**src/rtl/axi_m_pkg.sv**
```systemverilog
// axi_m_pkg: shared state encoding, AXI response codes and timeout constants for the AXI-Lite master bridge
package axi_m_pkg;
    typedef enum logic [2:0] {
        IDLE  = 3'd0,
        WR    = 3'd1,
        WRESP = 3'd2,
        RD_A  = 3'd3,
        RD_D  = 3'd4,
        DONE  = 3'd5
    } state_t;
    localparam logic [1:0] RESP_OKAY   = 2'b00;
    localparam logic [1:0] RESP_EXOKAY = 2'b01;
    localparam logic [1:0] RESP_SLVERR = 2'b10;
    localparam logic [1:0] RESP_DECERR = 2'b11;
    localparam logic [31:0] TIMEOUT_RDATA = 32'hDEAD_BEEF;
endpackage

```
**src/rtl/axi_m_watchdog.sv**
```systemverilog
// axi_m_watchdog: cycle counter that flags expiry on the LIMIT-th enabled cycle since the last clear
module axi_m_watchdog #(
    parameter int LIMIT = 1024
) (
    input  logic clk,
    input  logic reset,
    input  logic clr,
    input  logic en,
    output logic expired
);
    localparam int W = $clog2(LIMIT);
    logic [W-1:0] cnt;
    assign expired = en && (cnt == W'(LIMIT - 1));
    // count enabled cycles; restart whenever the bridge is idle
    always_ff @(posedge clk) begin
        if (reset || clr) cnt <= '0;
        else if (en && !expired) cnt <= cnt + 1'b1;
    end
endmodule

```
**src/rtl/axi_m_adapter.sv**
```systemverilog
// axi_m_adapter: native request to single-beat AXI4-Lite master bridge; watchdog enabled by AXI_M_TIMEOUT_EN
module axi_m_adapter
    import axi_m_pkg::*;
#(
    parameter int         ADDR_W         = 32,
    parameter logic [2:0] AXI_PROT       = 3'b000,
    parameter int         TIMEOUT_CYCLES = 1024
) (
    input  logic              clk,
    input  logic              reset,
    input  logic              mem_valid,
    output logic              mem_ready,
    input  logic [ADDR_W-1:0] mem_addr,
    input  logic [31:0]       mem_wdata,
    input  logic [3:0]        mem_wstrb,
    output logic [31:0]       mem_rdata,
    output logic              bus_err,
    output logic              m_awvalid,
    input  logic              m_awready,
    output logic [ADDR_W-1:0] m_awaddr,
    output logic [2:0]        m_awprot,
    output logic              m_wvalid,
    input  logic              m_wready,
    output logic [31:0]       m_wdata,
    output logic [3:0]        m_wstrb,
    input  logic              m_bvalid,
    output logic              m_bready,
    input  logic [1:0]        m_bresp,
    output logic              m_arvalid,
    input  logic              m_arready,
    output logic [ADDR_W-1:0] m_araddr,
    output logic [2:0]        m_arprot,
    input  logic              m_rvalid,
    output logic              m_rready,
    input  logic [31:0]       m_rdata,
    input  logic [1:0]        m_rresp
);
    if (TIMEOUT_CYCLES < 2) begin : g_bad_timeout
        $error("TIMEOUT_CYCLES must be >= 2");
    end

    state_t            state, next;
    logic [ADDR_W-1:0] addr_q;
    logic [31:0]       wdata_q, rdata_q;
    logic [3:0]        wstrb_q;
    logic              aw_done, w_done, err_q, timeout;
    logic              aw_hs, w_hs;

    assign m_awvalid = (state == WR) && !aw_done;
    assign m_wvalid  = (state == WR) && !w_done;
    assign m_bready  = (state == WRESP);
    assign m_arvalid = (state == RD_A);
    assign m_rready  = (state == RD_D);
    assign mem_ready = (state == DONE);
    assign bus_err   = mem_ready && err_q;
    assign mem_rdata = rdata_q;
    assign m_awaddr  = addr_q;
    assign m_araddr  = addr_q;
    assign m_wdata   = wdata_q;
    assign m_wstrb   = wstrb_q;
    assign m_awprot  = AXI_PROT;
    assign m_arprot  = AXI_PROT;
    assign aw_hs     = m_awvalid && m_awready;
    assign w_hs      = m_wvalid && m_wready;

`ifdef AXI_M_TIMEOUT_EN
    axi_m_watchdog #(.LIMIT(TIMEOUT_CYCLES)) u_wd (
        .clk    (clk),
        .reset  (reset),
        .clr    (state == IDLE),
        .en     (state inside {WR, WRESP, RD_A, RD_D}),
        .expired(timeout)
    );
`else
    assign timeout = 1'b0;
`endif

    // state register
    always_ff @(posedge clk) begin
        if (reset) state <= IDLE;
        else state <= next;
    end

    // next-state: one transaction at a time, watchdog expiry forces completion
    always_comb begin
        next = state;
        case (state)
            IDLE:    if (mem_valid) next = |mem_wstrb ? WR : RD_A;
            WR:      if ((aw_done || aw_hs) && (w_done || w_hs)) next = WRESP;
            WRESP:   if (m_bvalid) next = WRESP == state ? DONE : state;
            RD_A:    if (m_arready) next = RD_D;
            RD_D:    if (m_rvalid) next = DONE;
            default: next = IDLE;
        endcase
        if (timeout) next = DONE;
    end

    // request capture, per-channel write progress, response latching
    always_ff @(posedge clk) begin
        if (reset) begin
            addr_q  <= '0;
            wdata_q <= '0;
            wstrb_q <= '0;
            rdata_q <= '0;
            aw_done <= 1'b0;
            w_done  <= 1'b0;
            err_q   <= 1'b0;
        end else begin
            if (state == IDLE) begin
                aw_done <= 1'b0;
                w_done  <= 1'b0;
                if (mem_valid) begin
                    addr_q  <= mem_addr;
                    wdata_q <= mem_wdata;
                    wstrb_q <= mem_wstrb;
                end
            end
            if (state == WR) begin
                aw_done <= aw_done || aw_hs;
                w_done  <= w_done || w_hs;
            end
            if (state == WRESP && m_bvalid) err_q <= m_bresp[1];
            if (state == RD_D && m_rvalid) begin
                rdata_q <= m_rdata;
                err_q   <= m_rresp[1];
            end
            if (timeout) begin
                rdata_q <= TIMEOUT_RDATA;
                err_q   <= 1'b1;
            end
        end
    end
endmodule

```
**config.mk**
```make
export PLATFORM = sky130hd
export DESIGN_NAME = axi_m_adapter
export DESIGN_NICKNAME = d
export VERILOG_FILES = /design/src/rtl/axi_m_pkg.sv /design/src/rtl/axi_m_watchdog.sv /design/src/rtl/axi_m_adapter.sv
export SDC_FILE = /design/constraint.sdc
export NUM_CORES = 1
export LEC_CHECK = 0
export CAP_MARGIN = 20
export CORE_MARGIN = 2
export CORE_UTILIZATION = 45
export CTS_CLUSTER_SIZE = 20
export DETAILED_ROUTE_END_ITERATION = 12
export DONT_BUFFER_PORTS = 1
export GPL_TIMING_DRIVEN = 0
export PLACE_DENSITY = 0.63
export SYNTH_ARGS = -nofsm -noshare
export SYNTH_HDL_FRONTEND = slang
export SYNTH_SLANG_ARGS = --single-unit
```
**constraint.sdc**
```tcl
create_clock -name clk -period 1.37 [get_ports clk]
set_clock_uncertainty 0.05 [all_clocks]
set_input_delay 0.274 -clock clk [delete_from_list [all_inputs] [get_ports clk]]
set_output_delay 0.274 -clock clk [all_outputs]
set_load 0.1 [all_outputs]
```
* Yosys cells after proc, flatten, opt, wreduce, memory -nomap -nowiden
Index checks and enable logic that the tools add are counted.
Operators by class: equality and inequality tests 12, muxes and demuxes 13, reduce and logical (&&, ||, !) cells 18
Operators by type and width (number):
- 3-bit two-way mux | 6
- 3-bit case mux with 5 select lines | 1
- 1-bit logical AND | 8
- 3-bit by 2-bit equality test with 1-bit output (second input constant) | 2
- 3-bit equality test (second input constant) | 2
- 2-bit by 1-bit != test with 1-bit output (second input constant) | 3
- 2-bit != test (second input constant) | 3
- 6-bit AND reduction | 1
- 1-bit two-way mux | 5
- 2-bit nonzero test | 2
- 4-bit OR reduction | 1
- 2-bit by 3-bit equality test with 1-bit output (first input constant) | 1
- 3-bit by 1-bit equality test with 1-bit output (second input constant) | 1
- 3-bit zero test | 1
- 1-bit zero test | 2
- 1-bit logical OR | 2
- 2-bit two-way mux | 1
- 2-bit AND reduction | 1
Word-level totals: bits in registers 106, bits of input ports 112, output and inout port bits 145, word-level logic and storage cells 51

* Logic depth before layout (Yosys ltp)
Gate-level depths: netlist of the first run.
depth in word-level cells 7, mapped depth 7, gate-level depth less buffers 4

* Worst setup path after synthesis of the first run
Ideal clock, no wire load.
path kind register to output, start register state[0], end output bus_err, arrival time 3826 ps, required time 1046 ps, setup slack -2780 ps, cell stages (with the launch flop) 4, buffers on the path 1, path through dfxtp_1 -> buf_2 -> nor3b_1 -> and2_1
Between the ends: word-level cells in the longest chain between the ends 2
RTL lines:
- start, declared | RTL line axi_m_adapter.sv:42 | state_t state, next;
- start signal, assigned | RTL line axi_m_adapter.sv:81 | else state <= next;
- 3-bit equality test | RTL line axi_m_adapter.sv:54 | assign mem_ready = (state == DONE);
- named net mem_ready | RTL line axi_m_adapter.sv:12 | output logic mem_ready,
- 1-bit logical AND | RTL line axi_m_adapter.sv:55 | assign bus_err = mem_ready && err_q;
- end, declared | RTL line axi_m_adapter.sv:17 | output logic bus_err,
The timed path passes the listed nets, and every way through them passes these cells.

* Worst setup path in the final report of the first run
start register state[1], end output bus_err
Same word-level chain as after synthesis.

==> run_results.csv, run 1 <==
group,metric,value,unit
sta,hold_viol,0,
layout,fin_nets,804,
layout,fin_area,0.00789,mm^2
placed_design,dp_cells,644,
clocking,clockRootBuffer,"clkbuf_8",
route,drt_first_iter_violations,128,
setup_path,critPathMaxFanout,2,
sta,final_max_slew_viol_count,0,
sta,fin_ws,-1.25,ns
placed_design,placed_area,0.00452,mm^2
logic_synthesis,synth-edff-count,0,
logic_synthesis,synth_top_area_share,51.3,%
sta,period_needed,2.62,ns
logic_synthesis,synth.distinct_cells,30,
floorplanning,die_w,99.9,um
clocking,path_clk_slew,0.10,ns
power_and_ir_drop,power.density,1540,mW/mm^2
global_routing,grt_use_total,27.1,%
route,viasPerCell,5.55,
sta,max_freq,381,MHz
global_routing,grt_first_pass_wirelength,21500,um
job,cap_violations,0,
setup_path,max_stage_delay,0.91,ns
logic_synthesis,ys_ff_latch,106,
route,post-route-drc-count,0,
run_status,violations,"negative setup slack",
logic_synthesis,async_flop_share,0,%
route,via_count,4465,
logic_synthesis,synth_ff_type,"dfxtp_1",
setup_path,worst-path-buf-inv,1,
setup_path,arrival,2.30,ns
placed_design,place.gp.congestion,0.847,
clocking,cts_buffer_depth,2,
placed_design,port_buffers,0,
clocking,tritoncts,"built",
floorplanning,core-area,0.00881,mm^2
route,drt_wl_total,17700,um
setup_path,slowest_stage,"nor3b_4",
layout,fin_util,89.6,%
global_routing,grt_pass1_vias,4263,
setup_path,path_class,"register to output port",
clocking,cts_sinks,106,
route,ant_nets,0,
floorplanning,die_y,99.9,um
logic_synthesis,netlist_instances,529,
layout,layout-drive-gt1-share,55.9,%
clocking,clk_latency,0.36,ns
sta,fin_tns_setup,-66.86,ns
logic_synthesis,syn_area_per_cell,7.82,um^2
logic_synthesis,syn_area,0.00414,mm^2
sta,slew_headroom,23.9,%
logic_synthesis,synth_area_leader_cell,"dfxtp_1",
logic_synthesis,yosys-top-cells-area,"dfxtp_1 (51%), nand2_1 (19%), a21oi_1 (13%), buf_4 (7.8%), clkbuf_1 (1.5%)",
power_and_ir_drop,p_leak,0.00295,uW
logic_synthesis,yosysWarnings,0,
floorplanning,num_rows,34,
sta,worst_slew_pin_slew,1.14,ns
run_status,status,"finished with violations",
logic_synthesis,netlist_top_cells_count,"nand2_1 (206), dfxtp_1 (106), a21oi_1 (105), buf_4 (43), clkbuf_1 (17)",
layout,syn2layout_area_growth,90.6,%
setup_path,crit_family,"simple AND/OR/NAND/NOR gates",
setup_path,path_cells,"clkbuf_8 -> nor3b_4 -> and2_4",
sta,setup_viol,145,
setup_path,end_kind,"output port",
power_and_ir_drop,ir_worst_vdd,0.000876,V
sta,finalCritPeriodShare,191,%
placed_design,hpwl,8140,um
global_routing,gr-total-overflow,0,
clocking,htree_num_levels,3,
route,dr.pass1.iters,4,
setup_path,crit_required,1.05,ns
floorplanning,die_area,0.00998,mm^2
route,wl_per_cell,22.0,um
global_routing,grt_max_degree,17,
power_and_ir_drop,finalPower,12200,uW
logic_synthesis,yosysMostFrequentCell,"nand2_1",
floorplanning,start_util,47.0,%
layout,final_cell_count_no_fill,805,
clocking,numCtsBuffers,9,
setup_path,startpoint_type,"register",
global_routing,antenna_found_initial,1,
worst_hold_path,hp-class,"input port to register",
floorplanning,ios,257,
sta,rsz0062_at_grt,"yes",
logic_synthesis,seq_area_frac_synth,51.3,%
==> kinds of logic (layout without fill, tap and decap cells) <==
family,after synthesis,after routing,synth area share (%)
and+or+nand+nor,231,232,22.4
muxes,2,2,0.514
DFF,106,106,51.3
other,1,7,0.0906
AOI/OAI and AO/OA,112,112,13.9
buffers and inverters,77,238,11.8
==> report_power, final <==
| part | switching (uW) | internal, uW |
|---|---|---|
| Sequential | 2250 | 3380 |
| Clock | 1070 | 1190 |
| Combinational | 2430 | 1860 |
==> worst register-to-register path, cell delays in order, from the launching register on <==
cell and delay [ns]:
dfxtp_2 0.34, buf_6 0.12, buf_4 0.13, buf_12 0.13
nor3b_4 0.93, nand2_1 0.18, mux2i_1 0.25, a211oi_2 0.09
==> area by class of cell <==
cell class	count	area, um^2
well taps	108	135
clock inverters	3	68.8
plain buffers	72	1020
diodes	1	2.50
multi-input cells	352	2280
repair buffers	149	1700
clock buffers	12	166
flip-flops and latches	106	2510
inverters	2	10.0
fillers	348	918
==> through the flow <==
stage / setup slack (ns) / hold WS [ns]
after floorplan: -0.823 / 0.352
after global placement: -0.945 / 0.355
after detailed placement: -0.945 / 0.359
after CTS: -1.24 / 0.00197
after global routing: -1.30 / 0.0158
final: -1.25 / 0.0284
==> registers in the layout, summed over array words and instances (netlist names) <==
signal	count
m_wdata	32
state	3
w_done	1
aw_done	1
err_q	1
mem_rdata	32
m_araddr	32
m_wstrb	4
==> metal layers <==
layer	up-vias	global-route usage, %	wire (um)
met4	0	10.2	775
met3	66	7.59	1460
li1	1998	-	-
met2	269	52.3	9720
met1	2132	27.6	5750
met5	-	0	0
==> path summary, 6_finish.rpt <==
check	slack, ns	endpoint	startpoint	cells past startpoint
hold reg to reg	0.52	aw_done$_SDFFE_PP0P_	aw_done$_SDFFE_PP0P_	2
setup reg to reg	-0.97	err_q$_SDFFE_PP0P_	state[2]$_SDFFE_PP0P_	7
hold / removal	0.03	mem_rdata[30]$_SDFFE_PP0P_	m_rdata[30]	2
setup / recovery	-1.25	bus_err	state[1]$_SDFFE_PP0P_	3
==> timing repair <==
action | in CTS | in global routing
endpoints found under the hold margin | 98 | 0
resized for setup | 287 | 237
cloned | 4 | 10
buffers inserted | 17 | 21
hold buffers | 98 | 0
pin swaps | 12 | 29
setup endpoints to repair | 240 | 151
==> cell usage in the layout (no fill, tap or decap), types with 2 or more instances in the layout <==
master	count
bufinv_16	2
buf_4	21
nand2_1	117
clkbuf_1	13
buf_12	36
nand2_4	30
and2_4	2
a21oi_1	55
conb_1	6
a21oi_2	49
nor3_1	4
nor2_4	4
nor3_4	3
nand2_2	58
nor3b_4	3
nor2_1	2
buf_6	26
buf_8	17
dfxtp_1	3
nand2_8	2
clkbuf_16	11
clkbuf_8	11
dlygate4sd3_1	98
dfxtp_4	102
(Power assumes the default switching activity.)
==> inputs of run 2 (changes only) <==
PLACE_DENSITY = not set   (was 0.63)
==> run 2 against run 1 <==
Cell count decreased by 0.50%; the flow still finishes with violations (negative setup slack); non-clock buffer count decreased by 5; worst setup slack got worse by 0.016 ns; largest cell class is now multi-input combinational cells; critical endpoint unchanged; sequential power increased by 1%; register-to-register slack improved by 0.14 ns; highest routed layer unchanged; sequential share of layout area decreased by 1.7 points.
==> run_results.csv, run 2 (synthesized netlist as in run 1, its figures left out) <==
group,metric,value,unit
worst_hold_path,hp-class,"input port to register",
run_status,violations,"negative setup slack",
floorplanning,start_util,47.0,%
clocking,cts_buffer_depth,2,
layout,syn2layout_area_growth,102,%
setup_path,startpoint_type,"register",
route,post-route-drc-count,0,
clocking,clk_latency,0.39,ns
setup_path,end_kind,"output port",
placed_design,port_buffers,0,
sta,rsz0062_at_grt,"yes",
placed_design,dp_slack,-0.910,ns
sta,period_needed,2.64,ns
clocking,clockRootBuffer,"clkbuf_8",
layout,layout_commonest_cell,"dfxtp_4",
setup_path,critPathMaxFanout,2,
sta,worst_slew_pin_slew,1.20,ns
layout,fin_nets,799,
route,wl_per_cell,27.9,um
global_routing,grt_use_total,29.1,%
clocking,cts_sinks,106,
placed_design,place.gp.congestion,0.839,
floorplanning,ios,257,
floorplanning,die_area,0.00998,mm^2
route,ant_nets,0,
setup_path,arrival,2.31,ns
route,viasPerCell,6.22,
setup_path,slowest_stage,"nor3b_4",
route,dr.pass1.iters,5,
setup_path,crit_required,1.05,ns
layout,fin_area,0.00834,mm^2
global_routing,grt_first_pass_wirelength,22900,um
run_status,status,"finished with violations",
sta,fin_tns_setup,-69.25,ns
clocking,tritoncts,"built",
setup_path,path_class,"register to output port",
power_and_ir_drop,power.density,1540,mW/mm^2
setup_path,path_cells,"buf_6 -> inv_6 -> nor3b_4 -> and2_4",
global_routing,antenna_found_initial,1,
sta,finalCritPeriodShare,193,%
route,drt_wl_total,22400,um
sta,setup_viol,143,
route,via_count,4986,
power_and_ir_drop,p_leak,0.00330,uW
sta,hold_viol,0,
placed_design,hpwl,8390,um
sta,fin_ws,-1.27,ns
sta,max_freq,379,MHz
clocking,numCtsBuffers,9,
layout,layout-drive-gt1-share,69.2,%
clocking,htree_num_levels,3,
setup_path,crit_family,"simple AND/OR/NAND/NOR gates",
sta,slew_headroom,19.8,%
setup_path,max_stage_delay,0.90,ns
global_routing,grt_pass1_vias,4457,
job,cap_violations,0,
setup_path,worst-path-buf-inv,2,
power_and_ir_drop,ir_worst_vdd,0.000946,V
layout,final_cell_count_no_fill,801,
floorplanning,core-area,0.00881,mm^2
global_routing,grt_max_degree,19,
placed_design,placed_area,0.00452,mm^2
sta,final_max_slew_viol_count,0,
placed_design,dp_cells,644,
global_routing,gr-total-overflow,0,
floorplanning,die_y,99.9,um
floorplanning,num_rows,34,
route,drt_first_iter_violations,335,
layout,layout_common_cells,"dfxtp_4 (102), dlygate4sd3_1 (99), a21oi_2 (89), nand2_4 (78), nand2_2 (68)",
clocking,path_clk_slew,0.10,ns
floorplanning,die_w,99.9,um
==> run 2: cell count changes in the layout (fill, tap and decap cells not counted), moves of 3 or more <==
cell / delta
a21oi_2: +40
nand2_4: +48
buf_12: +6
buf_4: -7
buf_8: -3
a21oi_1: -39
nand2_2: +10
nand2_1: -57
clkbuf_16: -5
==> run 2: worst paths after layout <==
path                              start                        to  slack, ns  cells after the start
setup reg to reg  state[2]$_SDFFE_PP0P_        err_q$_SDFFE_PP0P_      -0.83                      6
hold / removal            mem_wdata[12]  m_wdata[12]$_SDFFE_PP0P_      0.002                      2
hold reg to reg     w_done$_SDFFE_PP0P_       w_done$_SDFFE_PP0P_       0.56                      2
setup / recovery  state[2]$_SDFFE_PP0P_                   bus_err      -1.27                      4
==> run 2: worst reg2reg max path: stages (launching register included) <==
cell	delay, ns
dfxtp_2	0.35
buf_6	0.13
buf_6	0.12
nor3b_4	0.97
nand2_2	0.10
mux2i_1	0.26
a211oi_2	0.10
==> run 2: power by group <==
part           switching [uW]  internal, uW
clock network            1220          1100
registers                2310          3380
logic                    2860          1950
total                    6390          6440
==> run 2: layout make-up <==
class	count	area, um^2
diodes	1	2.50
plain buffers	72	1060
clock buffers	10	138
clock inverters	6	93.8
fillers	228	465
inverters	2	12.5
multi-input cells	352	2770
flip-flops and latches	106	2510
well taps	108	135
repair buffers	144	1630
==> run 2: per-layer routing <==
layer / routed length [um] / vias to the layer above / part of all wire (%) / GRT usage [%]
met2: 11100 / 456 / 50 / 54.9
li1: - / 1995 / - / -
met4: 1710 / 0 / 7.6 / 10.9
met5: 0 / - / 0 / 0
met3: 2350 / 166 / 11 / 10.4
met1: 7180 / 2369 / 32 / 29.4
==> run 2: timing repair <==
action	CTS	global route
pin swaps	76	109
setup buffers	23	10
endpoints found under the setup margin	241	145
endpoints found under the hold margin	99	0
hold buffers	99	0
gates cloned	9	7
resized for setup	398	286
==> run 2: stage by stage <==
step | utilization [%] | power, uW | hold slack, ns
after floorplan | - | 7660 | 0.352
after global placement | 51.0 | 7940 | 0.356
after detailed placement | 51.3 | 7990 | 0.360
after CTS | 81.1 | 11400 | 0.00426
after global routing | 94.7 | 13100 | 0.0166
final | 94.7 | 12800 | 0.00201
==> inputs of run 3 (changes only) <==
CORE_UTILIZATION = 26   (was 45)
SETUP_SLACK_MARGIN = 0.3   (was not set)
==> run 3 against run 2 <==
The run still ends with negative setup slack left; first-iteration DRC count decreased by 72%; clock-buffer cell count increased by 3; via count decreased by 14%; largest power group unchanged; sequential power decreased by 2%; worst setup slack improved by 0.066 ns; clock power increased by 26%; largest cell class is now buffers.
==> run_results.csv, run 3 (synthesized netlist as in run 1, its figures left out) <==
group,metric,value,unit
sta,rsz0062_at_grt,"yes",
setup_path,crit_required,1.05,ns
layout,fin_nets,797,
power_and_ir_drop,netSwitchingPower,5770,uW
setup_path,ff2ff_setup_slack,-0.59,ns
route,ant_nets,0,
route,drt_first_iter_violations,93,
clocking,clockRootBuffer,"clkbuf_16",
sta,worst_slew_pin_slew,1.16,ns
global_routing,grt_max_degree,18,
layout,layout-drive-gt1-share,59.4,%
run_status,violations,"negative setup slack",
power_and_ir_drop,p_leak,0.00314,uW
run_status,status,"finished with violations",
setup_path,path_cells,"buf_8 -> inv_6 -> nor3b_4 -> and2_4",
setup_path,reg2reg_depth,11,
route,dr.pass1.iters,4,
worst_hold_path,hp-class,"input port to register",
placed_design,dp_slack,-0.947,ns
global_routing,gr-total-overflow,0,
sta,max_freq,389,MHz
layout,syn2layout_area_growth,96.8,%
setup_path,startpoint_type,"register",
setup_path,max_stage_delay,0.93,ns
floorplanning,die_area,0.0169,mm^2
sta,fin_ws,-1.20,ns
global_routing,antenna_found_initial,0,
global_routing,grt_use_total,15.4,%
job,cap_violations,0,
layout,layout_commonest_cell,"nand2_1",
layout,antenna_cells,0,
sta,finalCritPeriodShare,188,%
sta,setup_viol,141,
power_and_ir_drop,internal-power,7010,uW
global_routing,grt_pass1_vias,3995,
clocking,tritoncts,"built",
floorplanning,die_y,130,um
placed_design,place.gp.congestion,0.788,
route,wl_per_cell,17.7,um
setup_path,end_kind,"output port",
power_and_ir_drop,power.density,1570,mW/mm^2
clocking,numCtsBuffers,9,
clocking,cts_buffer_depth,2,
global_routing,grt_first_pass_wirelength,20100,um
power_and_ir_drop,p_sw_share,45.2,%
clocking,path_clk_slew,0.06,ns
layout,layout_common_cells,"nand2_1 (121), dlygate4sd3_1 (98), a21oi_2 (83), dfxtp_4 (71), nand2_4 (50)",
setup_path,slowest_stage,"nor3b_4",
sta,period_needed,2.57,ns
power_and_ir_drop,seqPwrFrac,43.4,%
route,viasPerCell,4.74,
sta,hold_viol,0,
route,post-route-drc-count,0,
floorplanning,ios,257,
setup_path,path_class,"register to output port",
placed_design,hpwl,9480,um
power_and_ir_drop,ir_worst_vdd,0.000740,V
sta,final_max_slew_viol_count,0,
power_and_ir_drop,clkPwrFrac,22.9,%
setup_path,arrival,2.25,ns
clocking,clk_latency,0.35,ns
placed_design,port_buffers,0,
power_and_ir_drop,p_comb_share,33.7,%
sta,fin_tns_setup,-52.95,ns
clocking,cts_sinks,106,
floorplanning,core-area,0.0157,mm^2
route,drt_wl_total,16100,um
floorplanning,start_util,26.3,%
sta,slew_headroom,22.8,%
worst_hold_path,min_path_cells,2,
route,via_count,4297,
setup_path,critPathMaxFanout,2,
clocking,htree_num_levels,3,
sta,hold-worst-slack,0.0103,ns
floorplanning,num_rows,46,
floorplanning,die_w,130,um
[run 3: cell type report]
type	instances	area, um^2
fillers	1359	7570
flip-flops and latches	106	2430
multi-input cells	351	2410
repair buffers	140	1580
plain buffers	75	1090
clock buffers	13	303
well taps	216	270
clock inverters	3	47.5
inverters	2	12.5
[run 3: power by group through the flow]
stage	combinational, uW	clock, uW	sequential (uW)
after floorplan	2440	0	5590
after global placement	2670	0	5660
after detailed placement	2770	0	5670
after CTS	3250	3020	5560
after global routing	4520	3140	5580
final	4300	2930	5550
[run 3: per-layer routing]
layer / vias to the layer above / GRT usage (%) / wire length [um]
li1: 1990 / - / -
met5: - / 0 / 0
met1: 2074 / 16.1 / 5740
met2: 205 / 28.1 / 8600
met3: 28 / 5.41 / 1360
met4: 0 / 6.58 / 359
[run 3: repair_timing]
action	CTS	global route
pin swaps	17	88
hold buffers	81	17
cloned	4	6
endpoints found under the setup margin	245	245
endpoints found under the hold margin	81	17
gates resized for setup	57	279
buffers inserted	15	13
[run 3: final timing paths]
path / startpoint / end
max: state[2]$_SDFFE_PP0P_ / bus_err
min: mem_addr[25] / m_araddr[25]$_SDFFE_PP0P_
max reg2reg: state[2]$_SDFFE_PP0P_ / m_wdata[13]$_SDFFE_PP0P_
min reg2reg: w_done$_SDFFE_PP0P_ / w_done$_SDFFE_PP0P_
[run 3: per-stage QoR]
stage | std cells | power, uW | util [%] | cell area [um^2]
4_1_cts | 870 | 11800 | 43.1 | 6770
2_1_floorplan | 534 | 8030 | - | 4920
3_3_place_gp | 750 | 8330 | 33.1 | 5190
5_1_grt | 906 | 13200 | 51.8 | 8150
3_5_place_dp | 754 | 8450 | 33.5 | 5270
6_report | 906 | 12800 | 51.8 | 8150
[run 3: worst max-delay path, delay by kind of cell, from the launching register on]
kind / cells / cell delay (ns)
buffers and inverters: 2 / 0.13
and+or+nand+nor: 2 / 1.42
DFF: 1 / 0.34
